--- src/rtl/div_pkg.sv ---
// Shared types and constants for the RV32M divide sequencer.
package div_pkg;
  localparam int XLEN  = 32;
  localparam int TAG_W = 5;

  typedef enum logic [1:0] {
    OP_DIV  = 2'b00,
    OP_DIVU = 2'b01,
    OP_REM  = 2'b10,
    OP_REMU = 2'b11
  } op_e;

  typedef enum logic [2:0] {
    S_IDLE,
    S_START,
    S_WAIT_HI,
    S_WAIT_LO,
    S_RESP
  } state_e;

  localparam logic [XLEN-1:0] DIV0_Q  = '1;
  localparam logic [XLEN-1:0] INT_MIN = {1'b1, {(XLEN-1){1'b0}}};
endpackage

--- src/rtl/div_sign_ctrl_if.sv ---
// Request/response handshake plus the divider-core port bundle.
interface div_sign_ctrl_if;
  import div_pkg::*;

  logic             req_valid;
  logic             req_ready;
  logic [1:0]       req_op;
  logic [XLEN-1:0]  req_rs1;
  logic [XLEN-1:0]  req_rs2;
  logic [TAG_W-1:0] req_tag;
  logic             rsp_valid;
  logic             rsp_ready;
  logic [XLEN-1:0]  rsp_data;
  logic [TAG_W-1:0] rsp_tag;
  logic [XLEN-1:0]  core_a;
  logic [XLEN-1:0]  core_b;
  logic             core_start;
  logic [XLEN-1:0]  core_q;
  logic [XLEN-1:0]  core_r;
  logic             core_busy;

  // master: requester/consumer and core side; slave: the sequencer
  modport master (
    output req_valid, req_op, req_rs1, req_rs2, req_tag, rsp_ready,
           core_q, core_r, core_busy,
    input  req_ready, rsp_valid, rsp_data, rsp_tag, core_a, core_b, core_start
  );
  modport slave (
    input  req_valid, req_op, req_rs1, req_rs2, req_tag, rsp_ready,
           core_q, core_r, core_busy,
    output req_ready, rsp_valid, rsp_data, rsp_tag, core_a, core_b, core_start
  );
endinterface

--- src/rtl/div_sign_fix.sv ---
// Conditional two's-complement negate; |INT_MIN| wraps to INT_MIN, which is right as unsigned.
module div_sign_fix
  import div_pkg::*;
#(
  parameter int W = XLEN
) (
  input  logic [W-1:0] i_in,
  input  logic         i_neg,
  output logic [W-1:0] o_out
);
  assign o_out = i_neg ? (~i_in + W'(1)) : i_in;
endmodule

--- src/rtl/div_sign_ctrl.sv ---
// Signed front/back end around the unsigned divider core: special cases, magnitudes, result sign.
module div_sign_ctrl
  import div_pkg::*;
(
  input  logic            clk,
  input  logic            rstlow,
  div_sign_ctrl_if.slave  bus
);
  state_e           r_state;
  logic             r_rem;
  logic             r_neg_a;
  logic             r_neg_b;
  logic [TAG_W-1:0] r_tag;
  logic [XLEN-1:0]  r_data;
  logic [XLEN-1:0]  r_core_a;
  logic [XLEN-1:0]  r_core_b;
  logic             r_start;
  logic             r_req_ready;
  logic             r_rsp_valid;

  logic            w_signed;
  logic            w_neg_a;
  logic            w_neg_b;
  logic [XLEN-1:0] w_abs_a;
  logic [XLEN-1:0] w_abs_b;
  logic [XLEN-1:0] w_raw;
  logic            w_res_neg;
  logic [XLEN-1:0] w_res;

  assign w_signed = ~bus.req_op[0];
  assign w_neg_a  = w_signed & bus.req_rs1[XLEN-1];
  assign w_neg_b  = w_signed & bus.req_rs2[XLEN-1];

  // Quotient takes the xor of operand signs; remainder follows the dividend.
  assign w_raw     = r_rem ? bus.core_r : bus.core_q;
  assign w_res_neg = r_rem ? r_neg_a : (r_neg_a ^ r_neg_b);

  div_sign_fix #(.W(XLEN)) u_fix_a   (.i_in(bus.req_rs1), .i_neg(w_neg_a),   .o_out(w_abs_a));
  div_sign_fix #(.W(XLEN)) u_fix_b   (.i_in(bus.req_rs2), .i_neg(w_neg_b),   .o_out(w_abs_b));
  div_sign_fix #(.W(XLEN)) u_fix_res (.i_in(w_raw),       .i_neg(w_res_neg), .o_out(w_res));

  always_ff @(posedge clk or negedge rstlow) begin
    if (!rstlow) begin
      r_state     <= S_IDLE;
      r_rem       <= 1'b0;
      r_neg_a     <= 1'b0;
      r_neg_b     <= 1'b0;
      r_tag       <= '0;
      r_data      <= '0;
      r_core_a    <= '0;
      r_core_b    <= '0;
      r_start     <= 1'b0;
      r_req_ready <= 1'b1;
      r_rsp_valid <= 1'b0;
    end else begin
      r_start <= 1'b0;
      case (r_state)
        S_IDLE: begin
          if (bus.req_valid) begin
            r_rem       <= bus.req_op[1];
            r_tag       <= bus.req_tag;
            r_neg_a     <= w_neg_a;
            r_neg_b     <= w_neg_b;
            r_req_ready <= 1'b0;
            if (bus.req_rs2 == '0) begin
              r_data      <= bus.req_op[1] ? bus.req_rs1 : DIV0_Q;
              r_rsp_valid <= 1'b1;
              r_state     <= S_RESP;
            end else if (w_signed && bus.req_rs1 == INT_MIN && bus.req_rs2 == '1) begin
              r_data      <= bus.req_op[1] ? '0 : INT_MIN;
              r_rsp_valid <= 1'b1;
              r_state     <= S_RESP;
            end else begin
              r_core_a <= w_abs_a;
              r_core_b <= w_abs_b;
              r_start  <= 1'b1;
              r_state  <= S_START;
            end
          end
        end
        S_START:   r_state <= S_WAIT_HI;
        S_WAIT_HI: if (bus.core_busy) r_state <= S_WAIT_LO;
        S_WAIT_LO: begin
          // core_q/core_r are only valid on the first not-busy cycle
          if (!bus.core_busy) begin
            r_data      <= w_res;
            r_rsp_valid <= 1'b1;
            r_state     <= S_RESP;
          end
        end
        S_RESP: begin
          if (bus.rsp_ready) begin
            r_rsp_valid <= 1'b0;
            r_req_ready <= 1'b1;
            r_state     <= S_IDLE;
          end
        end
        default: begin
          r_rsp_valid <= 1'b0;
          r_req_ready <= 1'b1;
          r_state     <= S_IDLE;
        end
      endcase
    end
  end

  assign bus.req_ready  = r_req_ready;
  assign bus.rsp_valid  = r_rsp_valid;
  assign bus.rsp_data   = r_data;
  assign bus.rsp_tag    = r_tag;
  assign bus.core_a     = r_core_a;
  assign bus.core_b     = r_core_b;
  assign bus.core_start = r_start;
endmodule

--- src/flat_wrapper.sv ---
// flat-port wrapper written by rule: the top's interface ports become plain ports
module div_sign_ctrl_flat import div_pkg::*;
  (clk, rstlow, bus_req_valid, bus_req_op, bus_req_rs1, bus_req_rs2, bus_req_tag, bus_rsp_ready, bus_core_q, bus_core_r, bus_core_busy, bus_req_ready, bus_rsp_valid, bus_rsp_data, bus_rsp_tag, bus_core_a, bus_core_b, bus_core_start);
  div_sign_ctrl_if bus_i ();
  input  logic clk;
  input  logic rstlow;
  input wire logic [$bits(bus_i.req_valid)-1:0] bus_req_valid;
  input wire logic [$bits(bus_i.req_op)-1:0] bus_req_op;
  input wire logic [$bits(bus_i.req_rs1)-1:0] bus_req_rs1;
  input wire logic [$bits(bus_i.req_rs2)-1:0] bus_req_rs2;
  input wire logic [$bits(bus_i.req_tag)-1:0] bus_req_tag;
  input wire logic [$bits(bus_i.rsp_ready)-1:0] bus_rsp_ready;
  input wire logic [$bits(bus_i.core_q)-1:0] bus_core_q;
  input wire logic [$bits(bus_i.core_r)-1:0] bus_core_r;
  input wire logic [$bits(bus_i.core_busy)-1:0] bus_core_busy;
  output wire logic [$bits(bus_i.req_ready)-1:0] bus_req_ready;
  output wire logic [$bits(bus_i.rsp_valid)-1:0] bus_rsp_valid;
  output wire logic [$bits(bus_i.rsp_data)-1:0] bus_rsp_data;
  output wire logic [$bits(bus_i.rsp_tag)-1:0] bus_rsp_tag;
  output wire logic [$bits(bus_i.core_a)-1:0] bus_core_a;
  output wire logic [$bits(bus_i.core_b)-1:0] bus_core_b;
  output wire logic [$bits(bus_i.core_start)-1:0] bus_core_start;
  assign bus_i.req_valid = bus_req_valid;
  assign bus_i.req_op = bus_req_op;
  assign bus_i.req_rs1 = bus_req_rs1;
  assign bus_i.req_rs2 = bus_req_rs2;
  assign bus_i.req_tag = bus_req_tag;
  assign bus_i.rsp_ready = bus_rsp_ready;
  assign bus_i.core_q = bus_core_q;
  assign bus_i.core_r = bus_core_r;
  assign bus_i.core_busy = bus_core_busy;
  assign bus_req_ready = bus_i.req_ready;
  assign bus_rsp_valid = bus_i.rsp_valid;
  assign bus_rsp_data = bus_i.rsp_data;
  assign bus_rsp_tag = bus_i.rsp_tag;
  assign bus_core_a = bus_i.core_a;
  assign bus_core_b = bus_i.core_b;
  assign bus_core_start = bus_i.core_start;
  div_sign_ctrl u_core (.clk(clk), .rstlow(rstlow), .bus(bus_i));
endmodule
--- config.mk ---
export PLATFORM = sky130hd
export DESIGN_NAME = div_sign_ctrl_flat
export DESIGN_NICKNAME = d
export VERILOG_FILES = /design/src/rtl/div_pkg.sv /design/src/rtl/div_sign_ctrl_if.sv /design/src/rtl/div_sign_fix.sv /design/src/rtl/div_sign_ctrl.sv /design/src/flat_wrapper.sv
export SDC_FILE = /design/constraint.sdc
export NUM_CORES = 1
export LEC_CHECK = 0
export CAP_MARGIN = 20
export CORE_MARGIN = 2
export CORE_UTILIZATION = 48
export DETAILED_ROUTE_END_ITERATION = 12
export PLACE_DENSITY = 0.87
export SLEW_MARGIN = 20
export SYNTH_ARGS = -nofsm -noshare
export SYNTH_HDL_FRONTEND = slang
export SYNTH_SLANG_ARGS = --single-unit
--- constraint.sdc ---
create_clock -name clk -period 3.85 [get_ports clk]
set_input_delay 0.77 -clock clk [delete_from_list [all_inputs] [get_ports clk]]
set_output_delay 0.77 -clock clk [all_outputs]
set_load 0.01 [all_outputs]
==> results.py, run 1 <==
metrics = {
    "placement": {
        "dpl-instance-area_mm2": 0.01037,
        "dp_hpwl_um": 19880,
        "numPortBuffers": 243,
        "dp.cells": 1339,
        "gp_congestion": 0.9562,
    },
    "cells_and_area": {
        "most-common-layout-cells": "clkdlybuf4s50_1 (242), nand2_1 (108), dfrtp_1 (108), o21ai_0 (92), nor2_1 (76)",
        "n_fill_cell": 1268,
        "layout_commonest_cell": "clkdlybuf4s50_1",
        "layout.nets": 1278,
        "area_delta_synth_final_pct": 38.41,
        "final_cell_area_mm2": 0.01069,
        "stdcell_count": 1355,
        "num_antenna_cells": 0,
        "drive_gt1_frac": 0.07287,
    },
    "global_route": {
        "grt_pass1_vias": 7345,
        "grt_usage": 0.2949,
        "met1_usage": 0.4025,
        "antenna_found_initial": 0,
        "grt_overflow": 0,
        "grt_max_degree": 92,
        "grt_pass1_wl_um": 39500,
        "gr-max-usage-layer": "met2",
        "use_met2": 0.4706,
        "use_met3": 0.05252,
    },
    "synthesis": {
        "ys.flop_type": "dfrtp_1",
        "syn_inst": 906,
        "synth_compound_area_frac": 0.2052,
        "yosys_warnings": 0,
        "synthXorXnorAreaFrac": 0.08729,
        "seq_area_frac_synth": 0.3564,
        "synth_top_family_by_area": "simple AND/OR/NAND/NOR gates",
        "yosys.area_share.simple": 0.2291,
        "synthAdderAreaFrac": 0.006478,
        "ys_ff_latch": 110,
        "ys_top_cells_by_area": "dfrtp_1 (35%), o21ai_0 (6.0%), nand2_1 (5.2%)",
        "synth_area_mm2": 0.007726,
        "yosysTopAreaCellShare": 0.3530,
        "muxShareOfSynthArea": 0.07077,
        "synth_cell_types": 76,
        "syn-mean-instance-area_um2": 8.528,
        "syn-num-nets": 1050,
        "synthArstFlopShare": 1.000,
        "synth-edff-count": 0,
        "synth_area_leader_cell": "dfrtp_1",
    },
    "power_and_ir_drop": {
        "leakage_nw": 4.233,
        "peakVddDrop_uv": 302.5,
        "power_density_mw_per_mm2": 621.9,
    },
    "die": {
        "dieArea_mm2": 0.01713,
        "die_w_um": 130.9,
        "die_h_um": 130.9,
        "pin_count": 244,
        "coreArea_mm2": 0.01583,
        "num_rows": 46,
        "start_util": 0.4881,
    },
    "cts": {
        "cts_root_buf": "clkbuf_16",
        "cts_tree": "done",
        "clk_path_buf_depth": 2,
        "numClockSinks": 110,
        "insertion_delay_ps": 350,
        "clk_pin_slew_worst_paths_ps": 80,
        "htreeDepth": 3,
        "ctsHoldBuffers": 0,
        "ctsResizeCount": 0,
        "cts_buffers": 9,
        "post_cts_buffers": 0,
    },
    "critical_path": {
        "critPathCapture": "u_core.bus.rsp_data[18]$_DFFE_PN0P_",
        "cp.required_ps": 4120,
        "r2r-end": "u_core.bus.rsp_data[31]$_DFFE_PN0P_",
        "critPathArrivalTime_ps": 3720,
        "crit_start": "bus_req_rs2[1]",
        "r2r-start": "u_core.r_rem$_DFFE_PN0P_",
        "cp_max_fo": 8,
        "r2r_cells": 7,
        "r2r_slack_ps": 760,
        "crit_path_end_kind": "flip-flop",
        "critPathKind": "input port to flip-flop",
        "cp-start-kind": "input port",
    },
    "drt": {
        "drtIter0Drc": 725,
        "vias_per_cell": 5.961,
        "dr.pass1.iters": 7,
        "drt-wirelength-per-cell_um": 18.81,
        "drc_errors": 0,
        "wl_um": 25490,
        "num_vias": 8077,
        "ant_nets": 0,
    },
    "timing": {
        "fin_crit_ps": 3450,
        "final.period_utilization": 0.8961,
        "tns_ps": 0,
        "timing.fmax_ghz": 0.2899,
        "finalHoldViolCount": 0,
        "clock_skew_ps": 9.508,
        "slew_headroom": 0.3414,
        "worst_pin_slew_ps": 984.3,
        "holdWs_ps": 458.2,
        "rsz0062_at_grt": "no",
        "drv_slew": 0,
        "setup_violations": 0,
    },
    "hold_path": {
        "hold_path_class": "input port to asynchronous set/reset pin",
    },
    "outcome": {
        "status": "finished, final reports clean",
    },
    "run": {
        "maxCapViolations": 0,
    },
}
## worst min-delay path by stage
stage,depth (start not counted),end,slack (ps),start
after floorplan,2,u_core.r_neg_b$_DFFE_PN0P_,450,u_core.r_neg_b$_DFFE_PN0P_
after global placement,2,u_core.bus.core_b[3]$_DFFE_PN0P_,460,u_core.bus.core_b[3]$_DFFE_PN0P_
after detailed placement,2,u_core.bus.core_a[2]$_DFFE_PN0P_,470,u_core.bus.core_a[2]$_DFFE_PN0P_
after CTS,1,u_core.bus.core_b[18]$_DFFE_PN0P_,480,rstlow
after global routing,2,u_core.bus.core_a[14]$_DFFE_PN0P_,500,u_core.bus.core_a[14]$_DFFE_PN0P_
final,1,u_core.r_state[0]$_DFFE_PN0P_,460,rstlow
## cell type report
type | count | area [um2] | area share
multi-input combinational | 731 | 4643 | 0.4342
sequential | 110 | 2755 | 0.2576
timing repair buffer | 270 | 2658 | 0.2485
tap | 216 | 270.3 | 0.02527
clock buffer | 10 | 229.0 | 0.02141
clock inverter | 6 | 93.84 | 0.008775
inverter | 12 | 45.04 | 0.004212
## stage by stage
| step | worst slack [ps] | utilization | power, W |
|---|---|---|---|
| after global placement | 165.4 | 0.6553 | 0.005486 |
| final | 399.9 | 0.6757 | 0.006651 |
| after global routing | 218.4 | 0.6757 | 0.007047 |
| after floorplan | 849.7 | - | 0.003945 |
| after CTS | 462.1 | 0.6757 | 0.006618 |
| after detailed placement | 145.5 | 0.6553 | 0.005600 |
## worst max-delay path, stage by stage
cell and delay, ps:
clkdlybuf4s50_1 450, inv_1 110, ha_1 220, nor4b_1 510, and4_1 400, nand4_1 220
nor3_2 610, o2111ai_1 280, o211ai_1 150
## cell usage after synthesis (6+ instances only)
library cell / number
a211oi_1: 6
a21oi_1: 43
and3_1: 9
buf_2: 10
buf_6: 9
clkbuf_1: 24
dfrtp_1: 109
inv_1: 10
mux2_2: 19
mux2i_1: 31
nand2_1: 108
nand2b_1: 10
nand3_1: 17
nand4_1: 11
nor2_1: 76
nor3_1: 42
nor3b_1: 10
nor4_1: 18
o2111ai_1: 7
o211ai_1: 14
o21ai_0: 92
o21ai_1: 10
o22ai_1: 16
o31ai_1: 12
o41ai_1: 12
or3_1: 9
or4_1: 6
xnor2_1: 45
xor2_1: 32
## state kept, by name, indices dropped and copies added, names as in the netlist, 3 cells and up
signal	cells
u_core.bus.core_a	32
u_core.bus.core_b	32
u_core.bus.rsp_data	32
u_core.bus.rsp_tag	5
u_core.r_state	3
## metal layers
layer / vias up / routed length, um / part of all wire
li1: 3802 / - / -
met3: 67 / 1916 / 0.075
met1: 3822 / 10700 / 0.42
met2: 386 / 12060 / 0.47
met5: - / 0 / 0
met4: 0 / 812 / 0.032
## kinds of logic after synthesis
| kind of cell | after synthesis |
|---|---|
| buffers and inverters | 65 |
| XOR/XNOR | 77 |
| AND/OR/NAND/NOR | 346 |
| adder cells (fa/ha/maj) | 4 |
| AO/OA/AOI/OAI | 252 |
| flip-flops | 110 |
| multiplexers | 52 |
## report_power, final
group	internal, W	leakage (nW)	switching, W	total (W)
combinational	0.00177	2.69	0.00186	0.00363
sequential	0.00166	1.39	0.000349	0.00201
clock	0.000577	0.154	0.000439	0.00102
(Power assumes the default switching activity.)
==> run 2: changes to the inputs <==
Settings changed: CAP_MARGIN 20 to 10, SLEW_MARGIN 20 to unset.
==> results of run 2 <==
Same layout as run 1: the final DEF is identical, and so are final timing and power.
==> RTL change: new RTL, flow settings as in run 2 <==
Set the package constant `TAG_W` to 10 (it was 5).
--- a/src/rtl/div_pkg.sv
+++ b/src/rtl/div_pkg.sv
@@ -1,7 +1,7 @@
 // Shared types and constants for the RV32M divide sequencer.
 package div_pkg;
   localparam int XLEN  = 32;
-  localparam int TAG_W = 5;
+  localparam int TAG_W = 10;
 
   typedef enum logic [1:0] {
     OP_DIV  = 2'b00,
Ports: changed (resized bus_req_tag and bus_rsp_tag); port bits go from 244 to 254. No check against the original RTL was run, so the function may have changed too.
==> RTL change against run 2 <==
Synthesized area decreased by 5.0%; synthesized cell count down 5.1%; critical path depth grew 2; combinational power fell by 5.5%; routed wire length down 7.0%; die area shrank 4.9%; final area increased by 0.61%; total power is 7.3% higher; fmax up 3.9%; clock power grew 59%; setup slack better by 0.13 ns; sequential cell count rose by 5.
==> RTL change: results (changes against run 2) <==
Status: finished clean
Final HPWL DP: 17.9 mm (-9.8%)
Synth area leaders: dfrtp_1 39%, o21ai_0 7.0%, nand2_1 6.9%
Syn nets: 1,009 (-3.9%)
CTS max path bufs: 2 (unchanged)
Initial antenna violation count: 1 (+1)
Setup TNS: 0 ns (unchanged)
Clock transition at the registers of the reported paths: 0.06 ns (-0.02 ns)
Layout cells sized above 1: 6.77% (-0.52 points)
Total track usage: 28.9% (-0.61 points)
Kind of cell adding the most delay to the critical path: simple AND/OR/NAND/NOR gates
Crit path time final: 3.32 ns (-0.131 ns)
Sequential share of the synthesized area: 39.2% (+3.6 points)
Starting DRT DRC Count: 805 (+11%)
Post-CTS Setup Inserts: 0 (unchanged)
H-tree depth: 4 (+1)
Share of flip-flops with an asynchronous set or reset: 100% (unchanged)
Synth cell types: 63 (-17%)
Critical path fanouts, max: 13 (+5)
Routed Wire Length: 23.7 mm (-7.0%)
Max VDD drop: 0.331 mV (+9.4%)
CTS buffer count: 17 (+8)
CP arrival: 3.68 ns (-0.04 ns)
Root buffer cell: clkbuf_16
Worst-Margin Slew: 1.07 ns (+0.0893 ns)
Number of global-route vias before repair: 7,148 (-2.7%)
Final setup fails: 0 (unchanged)
First-pass GRT wire length: 37.1 mm (-5.9%)
TritonRoute pass-1 iters: 6 (-1)
Primary FF master, synth: dfrtp_1
Yosys Warn Count: 0 (unchanged)
Vias per Instance: 5.78 (-3.1%)
Critical path's slowest cell: or4b_1
Worst Skew: 0.00957 ns (+0.0000628 ns)
Fillers: 1,126 (-11%)
Largest net degree at the start of global routing: 79 (-14%)
IO Port Bufs: 253 (+4.1%)
Area after DPL: 0.0101 mm2 (-2.2%)
Final RePlAce weighted congestion: 0.931 (-2.6%)
Leakage: 4.42 nW (+4.4%)
Cts repair resizes: 0 (unchanged)
Post-synth top cells: 134 x nand2_1, 114 x dfrtp_1, 102 x o21ai_0, 64 x nor2_1, 56 x xnor2_1
Layout net count: 1,259 (-1.5%)
HP Class: in -> async
Clk_lat worst skew: 0.42 ns (+0.07 ns)
CP max stage delay: 0.51 ns (-0.10 ns)
## RTL change: cell count changes after synthesis, sizes merged, moves of 10 or more
cell / run 2 / this run
nor3: 43 / 22
o21ai: 102 / 122
nand2: 108 / 134
nor4: 21 / 11
nor2: 77 / 64
o22ai: 16 / 1
o211ai: 14 / 3
xnor2: 45 / 56
## RTL change: worst register-to-register path, cell delays in order, from the launching register on
cell and delay, ns:
dfrtp_2 0.69, mux2i_1 0.40, ha_1 0.25, nor4bb_1 0.42, o21ai_1 0.20, nor3_1 0.29
buf_4 0.23, a21o_1 0.14, xnor2_1 0.14, nor2_1 0.06, a211o_1 0.27
## RTL change: layout make-up
type	count	area (um2)	area share [%]
Clock buffer	17	425	3.95
Sequential cell	115	2880	26.8
Antenna cell	2	5.00	0.0465
Timing Repair Buffer	278	2780	25.8
Inverter	11	41.3	0.384
Tap cell	188	235	2.19
Multi-Input combinational cell	687	4210	39.1
Clock inverter	15	184	1.71
## RTL change: where the power goes
part / internal (mW) / switching (mW) / leakage, nW / total, mW
Sequential: 1.72 / 0.364 / 1.46 / 2.09
Combinational: 1.74 / 1.69 / 2.67 / 3.43
Clock: 1.02 / 0.601 / 0.290 / 1.62
## RTL change: final timing paths
kind	slack (ns)	end	depth (start not counted)	start
worst max-delay path	0.53	u_core.bus.rsp_data[12]	11	bus_req_rs2[0]
worst min-delay path	0.32	u_core.bus.core_a[6]	1	rstlow
worst max register to register	0.63	u_core.bus.rsp_data[18]	10	u_core.r_rem
worst min register to register	0.47	u_core.bus.rsp_tag[7]	2	u_core.bus.rsp_tag[7]
max in group asynchronous	2.72	u_core.bus.req_ready	2	rstlow
min in group clk	0.47	u_core.bus.rsp_tag[7]	2	u_core.bus.rsp_tag[7]
## RTL change: kinds of logic (layout without fill, tap and decap cells)
family | after synthesis | after routing | share of synthesized area [%]
other | 0 | 2 | 0
AOI/OAI and AO/OA | 239 | 239 | 19.2
DFF | 115 | 115 | 39.2
adders and majority gates | 4 | 4 | 0.682
buffers and inverters | 58 | 321 | 3.53
muxes | 41 | 41 | 5.81
and+or+nand+nor | 317 | 317 | 21.2
xor gates and xnor gates | 86 | 86 | 10.4
## RTL change: routing by layer
layer	vias up	routed length [um]	GRT usage (%)	share of wire (%)
met5	-	0	0	0
met4	0	791	11.4	3.3
met3	62	1940	6.03	8.2
met2	419	11400	46.7	48
met1	3524	9610	38.1	41
li1	3581	-	-	-
## RTL change: per-stage QoR
| step | instances | worst slack (ns) |
|---|---|---|
| 6_report | 1313 | 0.531 |
| 5_1_grt | 1312 | 0.396 |
| 4_1_cts | 1311 | 0.556 |
| 3_5_place_dp | 1279 | 0.172 |
| 3_3_place_gp | 1279 | 0.256 |
| 2_1_floorplan | 860 | 0.526 |
